`src/rtl/regfile_pkg.sv`:
```
// Shared types for the register-file writeback path.
package regfile_pkg;

  localparam int unsigned REG_AW    = 5;
  localparam int unsigned WB_DATA_W = 32;

  typedef logic [REG_AW-1:0] reg_addr_t;

  typedef struct packed {
    reg_addr_t              addr;
    logic [WB_DATA_W-1:0]   data;
  } wb_req_t;

endpackage

```
`src/rtl/regfile_wb_arbiter_rr_arbiter.sv`:
```
// Round-robin arbiter: one-hot grant plus index, rotating priority pointer.
module rr_arbiter #(
  parameter int unsigned NREQ = 3,
  parameter int unsigned IW   = $clog2(NREQ)
) (
  input  logic            clk,
  input  logic            reset,
  input  logic [NREQ-1:0] req,
  input  logic            advance,
  output logic [NREQ-1:0] grant,
  output logic [IW-1:0]   gidx,
  output logic            gvalid
);

  logic [IW-1:0] ptr;
  logic [IW:0]   cand;

  // Search upward from the pointer, wrapping at NREQ-1; first requester wins.
  always_comb begin
    grant  = '0;
    gidx   = '0;
    gvalid = 1'b0;
    cand   = '0;
    for (int unsigned k = 0; k < NREQ; k++) begin
      cand = (IW+1)'(ptr) + (IW+1)'(k);
      if (cand >= (IW+1)'(NREQ)) begin
        cand = cand - (IW+1)'(NREQ);
      end
      if (!gvalid && req[cand[IW-1:0]]) begin
        gvalid                = 1'b1;
        grant[cand[IW-1:0]]   = 1'b1;
        gidx                  = cand[IW-1:0];
      end
    end
  end

  // Pointer moves to the slot after the accepted requester.
  always_ff @(posedge clk or posedge reset) begin
    if (reset) begin
      ptr <= '0;
    end else if (advance) begin
      ptr <= (gidx == IW'(NREQ-1)) ? '0 : gidx + IW'(1);
    end
  end

endmodule

```
`src/rtl/regfile_wb_arbiter.sv`:
```
// Shares the regfile write port among NREQ writeback sources and tracks pending writes.
module regfile_wb_arbiter
  import regfile_pkg::*;
#(
  parameter int unsigned N    = 32,
  parameter int unsigned L    = 32,
  parameter int unsigned NREQ = 3
) (
  input  logic                         clk,
  input  logic                         reset,
  input  logic [NREQ-1:0]              req_valid,
  input  logic [NREQ-1:0][REG_AW-1:0]  req_addr,
  input  logic [NREQ-1:0][N-1:0]       req_data,
  output logic [NREQ-1:0]              req_ready,
  input  logic                         rsv_valid,
  input  logic [REG_AW-1:0]            rsv_addr,
  input  logic [REG_AW-1:0]            ra1,
  input  logic [REG_AW-1:0]            ra2,
  output logic                         hz1,
  output logic                         hz2,
  output logic                         we3,
  output logic [REG_AW-1:0]            wa3,
  output logic [N-1:0]                 wd3,
  output logic [L-1:0]                 pending,
  output logic                         idle
);

  localparam int unsigned IW = $clog2(NREQ);

  logic [NREQ-1:0] grant;
  logic [IW-1:0]   gidx;
  logic            gvalid;
  logic            accept;
  reg_addr_t       sel_addr;
  logic [N-1:0]    sel_data;
  logic [L-1:0]    pending_n;

  rr_arbiter #(.NREQ(NREQ), .IW(IW)) u_arb (
    .clk    (clk),
    .reset  (reset),
    .req    (req_valid),
    .advance(accept),
    .grant  (grant),
    .gidx   (gidx),
    .gvalid (gvalid)
  );

  // Grant is suppressed while reset is held so nothing is consumed then.
  always_comb begin
    accept    = gvalid & ~reset;
    req_ready = reset ? '0 : grant;
    sel_addr  = req_addr[gidx];
    sel_data  = req_data[gidx];
  end

  // Write-port register; an accepted write to r0 is consumed without enabling we3.
  always_ff @(posedge clk or posedge reset) begin
    if (reset) begin
      we3 <= 1'b0;
      wa3 <= '0;
      wd3 <= '0;
    end else if (accept) begin
      we3 <= (sel_addr != '0);
      wa3 <= sel_addr;
      wd3 <= sel_data;
    end else begin
      we3 <= 1'b0;
    end
  end

  // Scoreboard next state: clear on accept, then set on reservation so a new reservation wins.
  always_comb begin
    pending_n = pending;
    for (int unsigned r = 1; r < L; r++) begin
      if (accept && sel_addr == REG_AW'(r)) begin
        pending_n[r] = 1'b0;
      end
      if (rsv_valid && rsv_addr == REG_AW'(r)) begin
        pending_n[r] = 1'b1;
      end
    end
    pending_n[0] = 1'b0;
  end

  // Scoreboard register.
  always_ff @(posedge clk or posedge reset) begin
    if (reset) begin
      pending <= '0;
    end else begin
      pending <= pending_n;
    end
  end

  // Read hazards against the scoreboard; r0 never stalls.
  always_comb begin
    hz1 = 1'b0;
    hz2 = 1'b0;
    for (int unsigned r = 1; r < L; r++) begin
      if (ra1 == REG_AW'(r)) hz1 = pending[r];
      if (ra2 == REG_AW'(r)) hz2 = pending[r];
    end
    idle = ~|pending & ~|req_valid & ~we3;
  end

endmodule
```
`config.mk`:
```
export PLATFORM = sky130hd
export DESIGN_NAME = regfile_wb_arbiter
export DESIGN_NICKNAME = d
export VERILOG_FILES = /design/src/rtl/regfile_pkg.sv /design/src/rtl/regfile_wb_arbiter_rr_arbiter.sv /design/src/rtl/regfile_wb_arbiter.sv
export SDC_FILE = /design/constraint.sdc
export NUM_CORES = 1
export LEC_CHECK = 0
export BUFFER_PORTS_ARGS = -buffer_cell sky130_fd_sc_hd__buf_2
export CORE_MARGIN = 2
export CORE_UTILIZATION = 30
export CTS_BUF_LIST = sky130_fd_sc_hd__clkbuf_4 sky130_fd_sc_hd__clkbuf_8 sky130_fd_sc_hd__clkbuf_16
export DETAILED_ROUTE_END_ITERATION = 6
export PLACE_DENSITY = 0.55
export SYNTH_ARGS = -nofsm -noshare
export SYNTH_HDL_FRONTEND = slang
export SYNTH_SLANG_ARGS = --single-unit
```
`constraint.sdc`:
```
create_clock -name clk -period 2.5 [get_ports clk]
set_clock_uncertainty 0.1 [all_clocks]
set_input_delay 0.125 -clock clk [delete_from_list [all_inputs] [get_ports clk]]
set_output_delay 0.125 -clock clk [all_outputs]
set_load 0.03 [all_outputs]
```
After elaboration in Yosys (flattened, before gate mapping)
Cells that the tools add are included.
{ "op_classes": {"bitwise_logic": 7, "n_mux": 155, "magnitude_cmp": 10, "add_sub_neg": 6, "reduce_logical": 105, "n_eq_ne": 125} }
{ "op_table": {"columns": ["operator", "n"], "rows": [
  ["$eq 5x5->1 const B", 64],
  ["$eq 5x4->1 const B", 32],
  ["$mux 1", 134],
  ["$eq 5x3->1 const B", 16],
  ["$logic_and 1x1->1", 67],
  ["$bmux 32 s2", 1],
  ["$reduce_bool 2->1", 31],
  ["$eq 5x2->1 const B", 8],
  ["$mux 32", 1],
  ["$reduce_or 31->1", 1],
  ["$eq 5x1->1 const B", 4],
  ["$mux 2", 7],
  ["$lt 2x3->1 const B", 4],
  ["$mux 3", 4],
  ["$bmux 5 s2", 1],
  ["$bmux 1 s2", 3],
  ["$demux 1 s2", 3],
  ["$ge 2x1->1 const B", 3],
  ["$ge 3x2->1 const B", 2],
  ["$or 3x3->3", 2],
  ["$sub 2x2->2 const B", 3],
  ["$mux 5", 1],
  ["$reduce_bool 5->1", 1],
  ["$logic_not 1->1", 4],
  ["8 further kinds", 11]
]} }
{ "word_totals": {"output_inout_bits": 76, "reg_bits": 71, "word_cells": 443, "in_bits": 132} }

Depth between registers and ports, before layout
{ "logic_depth": {"ltp_word": 32, "depth_mapped": 12, "depth_no_buf": 8} }

By module
From an unflattened synthesis, not the netlist that was laid out.
{ "hier_totals": {"hier_cells": 567, "hier_area_um2": 4722.0} }
{ "by_module_without_submodules": {"columns": ["module", "cells_per_inst", "area_each_um2", "instances", "seq_area_each_um2"], "rows": [
  ["regfile_wb_arbiter", 511, 4301.6, 1, 1726.7],
  ["rr_arbiter", 56, 420.4, 1, 50.0]
]} }

Worst setup path after synthesis
OpenSTA, ideal clock, no wires.
{ "synth_path": {"kind": "register to register", "from": "register u_arb.ptr[0]", "to": "register pending[11]", "period_less_slack_ps": 2645, "setup_time_ps": 135, "path_buffers": 3, "path_slack_ps": -145, "arrival_time_ps": 2410, "required_ps": 2265, "path_stages_with_launch": 10, "cell_sequence": "dfrtp_1 -> inv_1 -> ha_1 -> clkbuf_1 -> maj3_2 -> a2111o_1 -> buf_4 -> buf_6 -> o41ai_1 -> nand3_1"} }
{ "synth_via": {"elab_chain_len": 16, "elab_cells_between_ends": 33, "classes_between": "add/sub: 5; order compare: 3; eq/ne: 1; mux: 17; bitwise: 1; reduce/logical: 6"} }
{ "synth_rtl": {"columns": ["item", "line_no", "text"], "rows": [
  ["from (decl)", "regfile_wb_arbiter_rr_arbiter.sv:15", "logic [IW-1:0] ptr;"],
  ["from (signal assigned)", "regfile_wb_arbiter_rr_arbiter.sv:42", "ptr <= (gidx == IW'(NREQ-1)) ? '0 : gidx + IW'(1);"],
  ["branches (longest 14 deep; another with $add 2x1->3)", null, null],
  ["$logic_and 1x1->1 *", "regfile_wb_arbiter.sv:75", "if (accept && sel_addr == REG_AW'(r)) begin"],
  ["$reduce_bool 2->1 (no source line) *", null, null],
  ["to (signal assigned)", "regfile_wb_arbiter.sv:90", "pending <= pending_n;"],
  ["to (decl)", "regfile_wb_arbiter.sv:24", "output logic [L-1:0] pending,"]
]} }
Every way passes the cells marked *. The select of a mux whose other input is x is not followed.
A chain may end at the register's enable or synchronous reset.

Worst setup path after layout
{ "layout_path": {"from": "register u_arb.ptr[0]", "to": "register pending[21]"} }
{ "layout_via": {"elab_chain_len": 16, "elab_cells_between_ends": 33, "classes_between": "add/sub: 5; order compare: 3; eq/ne: 1; mux: 17; bitwise: 1; reduce/logical: 6"} }
{ "layout_rtl": {"columns": ["item", "line_no"], "rows": [
  ["branches (longest 14 deep; another with $add 2x1->3)", null],
  ["$logic_and 1x1->1 *", "regfile_wb_arbiter.sv:75"],
  ["$reduce_bool 2->1 (no source line) *", null]
]} }
Marked as above.

==> results.toml <==
[routing]
wirelength_mm = 18.4
via_per_inst = 5.41
route.detailed.drc = 0
drtAntennaViolNets = 0
drt_pass1_iterations = 5
vias = 5562
wire_per_inst_um = 17.9
drtIter0Drc = 412

[sta]
fmax_ghz = 0.396
rsz0062_at_grt = "yes"
relSlewSlack_pct = 46.2
setup_viol = 5
post-route-worst-setup-slack_ns = -0.0254
drv_slew = 0
worst_pin_slew_ns = 0.805
period_minus_slack_ns = 2.53
fin_crit_sh_pct = 101
setup_tns_ns = -0.0571
report.final.hold_viol_count = 0

[clock_tree]
clock_latency_ns = 0.34
cts.reportedPaths.clkPinSlew_ns = 0.05
cts_tree = "yes"
clock_sinks = 71
clockBufferDepth = 2
cts_buffers = 9
htreeDepth = 3
cts_root_buf = "clkbuf_16"

[critical_path]
cpPeakStageDelay_ns = 0.43
critPathMaxFanout = 17
cp-end-kind = "flop"
crit_end = "pending[21]$_DFFE_PP0P_"
r2r-start = "u_arb.ptr[0]$_DFFE_PP0P_"
cpMaxStageDelayCell = "dfrtp_1"
worstSetupStartpoint = "u_arb.ptr[0]$_DFFE_PP0P_"
cp.depth = 9
critPathArrivalTime_ns = 2.64
critical-path-top-delay-family = "compound AO/OA/AOI/OAI gates"
path_buf_inv = 2
crit_chain = "inv_2, ha_4, and2b_2, o22ai_2, or2_4, o221ai_2, buf_12, o31ai_1, nand3_1"
path_class = "reg -> reg"
cp-start-kind = "flop"
required_ns = 2.61
worst-r2r-cell-count = 9
rr_endpoint = "pending[21]$_DFFE_PP0P_"
reg2reg_slack_ns = -0.03

[floorplanning]
coreArea_um2 = 16700
die_w_um = 135
start_util_pct = 30.9
top_level_ports = 208
dieArea_um2 = 18300
die_h_um = 135
row_count = 47

[synthesis]
synth_commonest_cells = "71 x dfrtp_1, 56 x nand2_1, 53 x nor2_1"
syn_area_um2 = 5160
async_flop_share_pct = 100
seq_area_frac_synth_pct = 34.4
yosysWarnings = 0
synthFlopType = "dfrtp_1"
yosysTopAreaCellShare_pct = 34.4
synth.largest_area_cell = "dfrtp_1"
postSynthAreaPerCell_um2 = 8.75
postSynthCellCount = 590
synth_seq_cells = 71
synth.distinct_cells = 60
yosysMostFrequentCell = "dfrtp_1"
synth_top_cells_by_area = "dfrtp_1 34%, mux2i_1 7.6%, a211oi_1 5.1%"
syn_nets = 726
synth-edff-count = 0

[place]
globalplace.congestion = 0.873
hpwl_mm = 13.2
numPortBuffers = 206
place_inst = 1005

[status]
violations = "setup timing"
outcome = "finished, violations left"

[final_layout]
area_delta_synth_final_pct = 43.8
fin_nets = 941
drive_above_1_share_pct = 43.9
antenna_cells = 0
final_util_pct = 44.5
stdcell_count = 1028

[power]
leakage_nw = 3.40
powerDensity_nw_per_um2 = 1150
power_switching_w = 0.00414
power_frac_comb_pct = 63.9
seqPwrFrac_pct = 22.0
switching_share_pct = 48.4
power_w = 0.00857
clkPwrFrac_pct = 14.0
p_int_w = 0.00442
vdd_drop_max_mv = 0.568

[grt]
grt_pass1_vias = 5358
grt_usage_pct = 19.4
grt_overflow = 0
grt_max_degree = 67
antenna_found_initial = 0
grt_pass1_wl_mm = 28.0

[job]
maxCapViolCount = 0

[min_path]
hold_class = "in -> reg"
==> per-stage QoR <==
stage	hold WS (ns)	cell area [um^2]	worst slack, ns
6_report	0.0990	7430	-0.0254
5_1_grt	0.115	7430	-0.137
4_1_cts	0.0823	7090	-0.0286
3_5_place_dp	0.287	6770	-0.0535
3_3_place_gp	0.285	6770	-0.0560
2_1_floorplan	0.202	5290	-0.00798
==> power groups by stage <==
stage	clock, W	sequential, W	combinational [W]
after floorplan	0	0.00256	0.00271
after global placement	0	0.00190	0.00497
after detailed placement	0	0.00189	0.00500
after CTS	0.00123	0.00188	0.00505
after global routing	0.00128	0.00194	0.00591
final	0.00120	0.00189	0.00548
==> registers in the layout, summed over array words and instances, names as in the netlist <==
name       flops
wd3           32
pending       31
wa3            5
u_arb.ptr      2
we3            1
==> cell type report <==
type	count	area, um^2
Inverter	8	30.0
Sequential cell	71	1780
Clock buffer	13	268
Multi-Input combinational cell	462	3500
Tap cell	220	275
Clock inverter	1	5.00
Fill cell	1641	9270
Timing Repair Buffer	253	1570
==> per-layer routing <==
metal	part of all wire, %	track usage [%]	up-vias
li1	-	-	2673
met1	42	24.5	2640
met2	50	33.0	221
met3	5.9	3.89	28
met4	2.0	7.23	0
met5	0	0	-
==> placed cells by master (no fill, tap or decap), types with 8 or more instances in the layout <==
master     count
nor4_1         8
buf_4         33
o31ai_1       15
nand3_1       35
a211oi_1      26
mux2i_1       28
buf_12        11
a21o_1        33
dfrtp_1       71
clkbuf_16     10
nand2b_1       8
nor2_1        52
a21oi_1       12
nand2_1       56
mux2i_2        9
buf_2        204
o41ai_2       13
o21ai_0       45
a211oi_2       9
==> cells by family (layout without fill, tap and decap cells) <==
group | Yosys count | count (layout) | share of synthesized area (%)
muxes | 53 | 53 | 12.1
other | 1 | 1 | 0.0726
and+or+nand+nor | 196 | 196 | 17.9
DFF | 71 | 71 | 34.4
AOI/OAI and AO/OA | 206 | 207 | 28.7
buffers and inverters | 58 | 275 | 5.65
adders and majority gates | 5 | 5 | 1.19
==> worst min-delay path by stage <==
stage               depth (start not counted)         start                       end
global placement                            2         reset        wd3[4]$_DFFE_PP0P_
floorplan                                   2         reset  u_arb.ptr[0]$_DFFE_PP0P_
detailed placement                          2         reset  u_arb.ptr[0]$_DFFE_PP0P_
global route                                4  req_data[59]       wd3[27]$_DFFE_PP0P_
finish                                      4   rsv_addr[4]   pending[12]$_DFFE_PP0P_
CTS                                         4   rsv_addr[4]   pending[12]$_DFFE_PP0P_
==> tightest hold or removal path, stage by stage <==
cell,delay (ns)
buf_2,0.14
nor3_1,0.10
nand2_1,0.07
nand3_1,0.05
==> timing repair <==
action                     4_1_cts  5_1_grt
resized for setup                7       56
setup endpoints to repair        6       57
setup buffers                    2        4
hold endpoints to repair        33        0
hold buffers                     1        0
pin swaps                        1        9
cloned                           0        2
No activity file was read; power rests on OpenSTA's default activity.
